[src/rtl/fetch_pkg.sv]
// Shared types and constants for the instruction-fetch front end.
package fetch_pkg;

  // Default instruction/address width and queue depth.
  localparam int FETCH_WIDTH = 32;
  localparam int FETCH_DEPTH = 4;

  // Byte step between consecutive fetch addresses at the default width.
  localparam int PC_STEP = FETCH_WIDTH / 8;

  // Bits needed to hold an occupancy of 0..DEPTH inclusive.
  function automatic int occ_width(input int depth);
    return $clog2(depth) + 1;
  endfunction

  localparam int OCC_W = occ_width(FETCH_DEPTH);

  // One buffered fetch result at the default width.
  typedef struct packed {
    logic [FETCH_WIDTH-1:0] pc;
    logic [FETCH_WIDTH-1:0] inst;
  } fetch_entry_t;

endpackage

[src/rtl/sync_fifo.sv]
// Small synchronous FIFO with a synchronous clear, used as the prefetch
// queue. DEPTH must be a power of two so the pointers wrap naturally.
module sync_fifo #(
  parameter int WIDTH = 64,
  parameter int DEPTH = 4
) (
  input  logic                     clk,
  input  logic                     rst_n,
  input  logic                     clear,
  input  logic                     push,
  input  logic [WIDTH-1:0]         push_data,
  input  logic                     pop,
  output logic [WIDTH-1:0]         head_data,
  output logic                     full,
  output logic                     empty,
  output logic [$clog2(DEPTH):0]   count
);

  localparam int AW = $clog2(DEPTH);

  logic [WIDTH-1:0] mem [DEPTH];
  logic [AW-1:0]    wr_ptr;
  logic [AW-1:0]    rd_ptr;
  logic [AW:0]      cnt;

  // Pointer and occupancy bookkeeping; clear empties the queue in one edge.
  always_ff @(posedge clk or negedge rst_n) begin
    if (!rst_n) begin
      wr_ptr <= '0;
      rd_ptr <= '0;
      cnt    <= '0;
    end else if (clear) begin
      wr_ptr <= '0;
      rd_ptr <= '0;
      cnt    <= '0;
    end else begin
      if (push) wr_ptr <= wr_ptr + AW'(1);
      if (pop)  rd_ptr <= rd_ptr + AW'(1);
      case ({push, pop})
        2'b10:   cnt <= cnt + (AW+1)'(1);
        2'b01:   cnt <= cnt - (AW+1)'(1);
        default: cnt <= cnt;
      endcase
    end
  end

  // Storage array; contents need no reset because count gates visibility.
  always_ff @(posedge clk) begin
    if (push && !clear) mem[wr_ptr] <= push_data;
  end

  assign head_data = mem[rd_ptr];
  assign count     = cnt;
  assign full      = (cnt == (AW+1)'(DEPTH));
  assign empty     = (cnt == '0);

endmodule

[src/rtl/fetch_queue.sv]
// Instruction-fetch front end: owns the PC, issues reads to a synchronous
// instruction port, buffers up to DEPTH results and hands them to decode.
// Optional macro FETCH_BYPASS_EN: a response arriving while the queue is
// empty is presented to decode combinationally (redirect latency 1 cycle).
//
// Handshake: an entry transfers on a rising edge where out_valid and
// out_ready are both high; out_valid does not depend on out_ready, and a
// redirect forces out_valid low so nothing transfers in that cycle.
module fetch_queue
  import fetch_pkg::*;
#(
  parameter int               WIDTH    = FETCH_WIDTH,
  parameter int               DEPTH    = FETCH_DEPTH,
  parameter logic [WIDTH-1:0] RESET_PC = '0
) (
  input  logic             clk,
  input  logic             rst_n,
  input  logic             redirect,
  input  logic [WIDTH-1:0] redirect_addr,
  output logic [WIDTH-1:0] imem_addr,
  output logic             imem_re,
  input  logic [WIDTH-1:0] imem_data,
  output logic             out_valid,
  input  logic             out_ready,
  output logic [WIDTH-1:0] out_inst,
  output logic [WIDTH-1:0] out_pc
);

  localparam int               CW   = occ_width(DEPTH);
  localparam logic [WIDTH-1:0] STEP = WIDTH'(WIDTH / 8);

  logic [WIDTH-1:0]   fetch_pc;
  logic [WIDTH-1:0]   inflight_pc;
  logic               inflight;

  logic               q_push;
  logic               q_pop;
  logic [2*WIDTH-1:0] q_head;
  logic               q_full;
  logic               q_empty;
  logic [CW-1:0]      q_count;

  logic               accept;
  logic [CW:0]        pending;

  sync_fifo #(
    .WIDTH (2*WIDTH),
    .DEPTH (DEPTH)
  ) u_queue (
    .clk       (clk),
    .rst_n     (rst_n),
    .clear     (redirect),
    .push      (q_push),
    .push_data ({inflight_pc, imem_data}),
    .pop       (q_pop),
    .head_data (q_head),
    .full      (q_full),
    .empty     (q_empty),
    .count     (q_count)
  );

`ifdef FETCH_BYPASS_EN
  // Output mux: queue head when buffered, else the arriving response.
  always_comb begin
    out_valid = rst_n & ~redirect & (~q_empty | inflight);
    out_pc    = q_empty ? inflight_pc : q_head[2*WIDTH-1:WIDTH];
    out_inst  = q_empty ? imem_data   : q_head[WIDTH-1:0];
    accept    = out_valid & out_ready;
    q_pop     = accept & ~q_empty;
    // A bypassed response that decode takes never enters the queue.
    q_push    = inflight & ~redirect & ~(q_empty & accept);
  end
`else
  // Output comes only from the queue head; responses always pass through it.
  always_comb begin
    out_valid = rst_n & ~redirect & ~q_empty;
    out_pc    = q_head[2*WIDTH-1:WIDTH];
    out_inst  = q_head[WIDTH-1:0];
    accept    = out_valid & out_ready;
    q_pop     = accept;
    q_push    = inflight & ~redirect;
  end
`endif

  // Credit check: buffered plus in-flight, less what leaves this cycle,
  // must stay below DEPTH for a new request; a redirect always issues.
  assign pending   = {1'b0, q_count} + {{CW{1'b0}}, inflight} - {{CW{1'b0}}, accept};
  assign imem_re   = rst_n & (redirect | (pending < (CW+1)'(DEPTH)));
  assign imem_addr = redirect ? redirect_addr : fetch_pc;

  // PC and in-flight tracking; wraps modulo 2^WIDTH.
  always_ff @(posedge clk or negedge rst_n) begin
    if (!rst_n) begin
      fetch_pc    <= RESET_PC;
      inflight_pc <= RESET_PC;
      inflight    <= 1'b0;
    end else begin
      inflight <= imem_re;
      if (imem_re) begin
        inflight_pc <= imem_addr;
        fetch_pc    <= imem_addr + STEP;
      end
    end
  end

  a_no_push_full: assert property (@(posedge clk) disable iff (!rst_n) !(q_push && q_full));
  a_no_pop_empty: assert property (@(posedge clk) disable iff (!rst_n) !(q_pop && q_empty));

endmodule

[config.mk]
export PLATFORM = sky130hd
export DESIGN_NAME = fetch_queue
export DESIGN_NICKNAME = d
export VERILOG_FILES = /design/src/rtl/fetch_pkg.sv /design/src/rtl/sync_fifo.sv /design/src/rtl/fetch_queue.sv
export SDC_FILE = /design/constraint.sdc
export NUM_CORES = 1
export LEC_CHECK = 0
export CAP_MARGIN = 20
export CORE_MARGIN = 2
export CORE_UTILIZATION = 52
export CTS_BUF_LIST = sky130_fd_sc_hd__clkbuf_8
export DETAILED_ROUTE_END_ITERATION = 7
export GPL_ROUTABILITY_DRIVEN = 0
export PLACE_DENSITY = 0.81
export SKIP_CTS_REPAIR_TIMING = 1
export SYNTH_ARGS = -nofsm -noshare
export SYNTH_HDL_FRONTEND = slang
export SYNTH_SLANG_ARGS = --single-unit
[constraint.sdc]
create_clock -name clk -period 3.4 [get_ports clk]
set_clock_uncertainty 0.1 [all_clocks]
set_input_delay 0.51 -clock clk [delete_from_list [all_inputs] [get_ports clk]]
set_output_delay 0.51 -clock clk [all_outputs]
set_load 0.1 [all_outputs]
==> reports/results.tsv <==
stage	metric	value	unit
run_status	result_of_the_run	finished, violations left	
run_status	violations	hold timing, setup timing	
cells_and_area	syn_to_final_growth	23.99	%
cells_and_area	regArea	9449	µm²
yosys	synth_compound_gate_area_share	0.03386	
cts	clock-sinks	326	
yosys	synth_top_cells_by_count	edfxtp_1 (256), nand2_1 (84), dfrtp_1 (70)	
hold_path	hold_wc_path_type	input pin to asynchronous set/reset pin	
placed_design	port-buffer-count	165	
route	detailroute.wirelength.met2	13.51	mm
setup_path	worstPathRequired	2.79	ns
yosys	synth.net_count	838	
power	maximum_ir_drop_on_the_vdd_rail	0.0007494	V
yosys	synthesis.area	13270	µm²
yosys	yosys.cell_types.count	49	
cts	clock_path_buffers	3	
cells_and_area	post-route-cell-area	16450	µm²
yosys	postSynthAreaPerCell	17.43	µm²
yosys	synth_simple_gate_area_frac	0.06706	
cells_and_area	fillerInstances	1728	
job	maxCapViolCount	0	
yosys	synth.area.top_cells	edfxtp_1 (58%), dfrtp_1 (13%), mux4_2 (11%), nand2_1 (2.4%), mux2_2 (1.9%)	
route	drt_iter0_markers	658	
setup_path	worst_setup_path_start_kind	flop	
setup_path	path_max_fanout	3	
setup_path	cpMaxStageDelayCell	dfrtp_1	
global_route	first_global_vias	7782	
route	drt_wl_total	27.69	mm
sta	grt_setup_unrepaired	true	
route	drc	0	
cts	tritoncts	yes	
route	wl_met3	1.984	mm
route	num_vias	7508	
cells_and_area	final_nets	1055	
setup_path	worst_ep_arrival_time	2.83	ns
cts	path_clk_slew	0.07	ns
placed_design	placed_cells_incl_taps	1248	
yosys	synth_top_area_share	0.5795	
die	core_area	25110	µm²
cells_and_area	share_of_cells_above_drive_strength_1	0.3206	
global_route	globalRoute.totalOverflow	0	
power	power_per_cell_area	902.8	nW/µm²
sta	hold_slack	-0.09298	ns
sta	final_max_slew_viol_count	0	
route	via_per_inst	5.561	
global_route	wire_length_of_the_first_global_routing_pass	42.82	mm
cells_and_area	instances_no_fill	1350	
cts	cts_inserted_buffers	50	
cells_and_area	multi_input_comb_area	3601	µm²
die	die_y_extent	163.7	µm
die	dieWidth	163.7	µm
route	drt-wirelength-per-cell	20.51	µm
route	route.top_layer_used	met4	
sta	finalCriticalPeriod	3.441	ns
setup_path	crit_type	flop to output port	
cts	clock_latency	0.55	ns
yosys	synth-async-reset-ratio	0.2147	
global_route	grt_util_overall	0.2111	
power	fin_total_pwr	14.85	mW
setup_path	list_of_cells_traversed_by_the_critical_path	nor3_4, nor4bb_2, ha_2, inv_2, ha_4, nand3b_1, a211o_1, and3_4, inv_4, buf_12	
route	met1_layer_wirelength_in_the_final_routing	11.76	mm
yosys	synth-edff-count	256	
setup_path	critical-path-max-stage-delay	0.45	ns
placed_design	place_hpwl	18.21	mm
cts	cts_max_level	2	
yosys	yosys_register_bits	326	
sta	fmax	290.6	MHz
power	total_leakage_power	6.027	nW
yosys	largest_area_contributor_in_the_synthesized_netlist	edfxtp_1	
sta	finalHoldViolations	30	
yosys	yosys_most_used_dff	edfxtp_1	
yosys	synthXorXnorAreaFrac	0.01386	
route	1st_pass_router_iterations	6	
yosys	syn_inst	761	
die	initial_utilization	0.5284	
yosys	synth_top_family_by_area	multiplexers	
die	io_pins	166	
cts	cts_root_buf	clkbuf_8	
yosys	synth.mux.area_fraction	0.1436	
yosys	synth_adder_area_share	0.009054	
sta	final_critical_path_setup_slack	-0.04067	ns
placed_design	placed_area	15300	µm²
route	route.antenna.remaining_nets	0	
cells_and_area	postLayoutCoreUtil	0.6551	
yosys	yosysWarningCount	0	
setup_path	end_kind	output port	
die	rows	58	
die	die-area	26810	µm²
global_route	grt_antenna_before_repair	0	
global_route	largest_net_degree_at_the_start_of_global_routing	72	
sta	period_share	1.012	
cells_and_area	n_antenna_cell	0	
sta	timing.final.setup_violations	1	
sta	worst_slew_margin_rel	0.5323	
yosys	ys_seq_area_frac	0.7115	
sta	tightest_slew	0.6951	ns
yosys	yosysMostFrequentCell	edfxtp_1	
==> sequential cells by signal, indices dropped and copies added (netlist names) <==
signal and cells:
u_queue.count 3, u_queue.rd_ptr 2, u_queue.mem 256, fetch_pc 32, inflight 1, u_queue.wr_ptr 2, inflight_pc 30
==> path summary, 6_finish.rpt <==
path,start,to,slack (ns),depth (start not counted)
worst max-delay path,u_queue.count[2]$_DFFE_PN0P_,imem_re,-0.04,10
min in group clk,redirect,u_queue.count[2]$_DFFE_PN0P_,0.35,3
worst min register to register,fetch_pc[31]$_DFFE_PN0P_,fetch_pc[31]$_DFFE_PN0P_,0.39,2
max in group asynchronous,rst_n,u_queue.count[0]$_DFFE_PN0P_,2.36,3
worst max register to register,u_queue.count[2]$_DFFE_PN0P_,fetch_pc[26]$_DFFE_PN0P_,0.33,12
worst min-delay path,rst_n,fetch_pc[31]$_DFFE_PN0P_,-0.09,2
==> per-layer routing <==
layer | GRT usage | vias up
met5 | 0 | -
met4 | 0.05423 | 0
met3 | 0.04116 | 34
met2 | 0.3415 | 298
met1 | 0.2991 | 3765
li1 | - | 3411
==> logic make-up after synthesis <==
family          Yosys count
fa+ha+maj                 9
flops                   326
mux                     107
xor+xnor                 21
simple gates            169
buf+inv                  62
compound gates           67
==> report_power, final <==
group          internal (mW)  switching, mW  total, mW
registers               5.41          0.562       5.97
logic                   1.54           4.08       5.62
clock network           1.81           1.45       3.26
==> layout make-up <==
cell class | instances | share of cell area
sequential | 326 | 0.5744
multi-input combinational | 373 | 0.2189
timing repair buffer | 203 | 0.1123
clock buffer | 62 | 0.05188
tap | 330 | 0.02510
clock inverter | 32 | 0.01179
inverter | 24 | 0.005629
==> placed cells by master, fill, tap and decap left out, drive strengths merged, types with 5 or more instances in the layout <==
| cell type | count |
|---|---|
| clkdlybuf4s50 | 65 |
| mux4 | 64 |
| inv | 34 |
| nand4 | 11 |
| o31ai | 8 |
| mux2i | 16 |
| edfxtp | 256 |
| clkbuf | 62 |
| nand3 | 22 |
| nand3b | 9 |
| o21ai | 31 |
| and4 | 5 |
| dfrtp | 70 |
| xnor2 | 16 |
| buf | 138 |
| a21oi | 6 |
| ha | 8 |
| nand2 | 84 |
| xor2 | 5 |
| clkinv | 18 |
| and2 | 5 |
| nor2 | 12 |
| mux2 | 27 |
==> through the flow <==
step	setup TNS, ns	setup WS, ns
floorplan	0	0.01814
finish	-0.04067	-0.04067
global placement	0	0.02930
global route	-0.1342	-0.1342
CTS	-0.2267	-0.2267
detailed placement	-0.7651	-0.07006
==> worst max-delay path: cells and delay by family (launching register included) <==
| kind | cells | cell delay, ns |
|---|---|---|
| AND/OR/NAND/NOR | 4 | 0.75 |
| AO/OA/AOI/OAI | 1 | 0.30 |
| adder cells (fa/ha/maj) | 2 | 0.50 |
| flip-flops | 1 | 0.45 |
| buffers and inverters | 3 | 0.28 |
(Power assumes the default switching activity.)
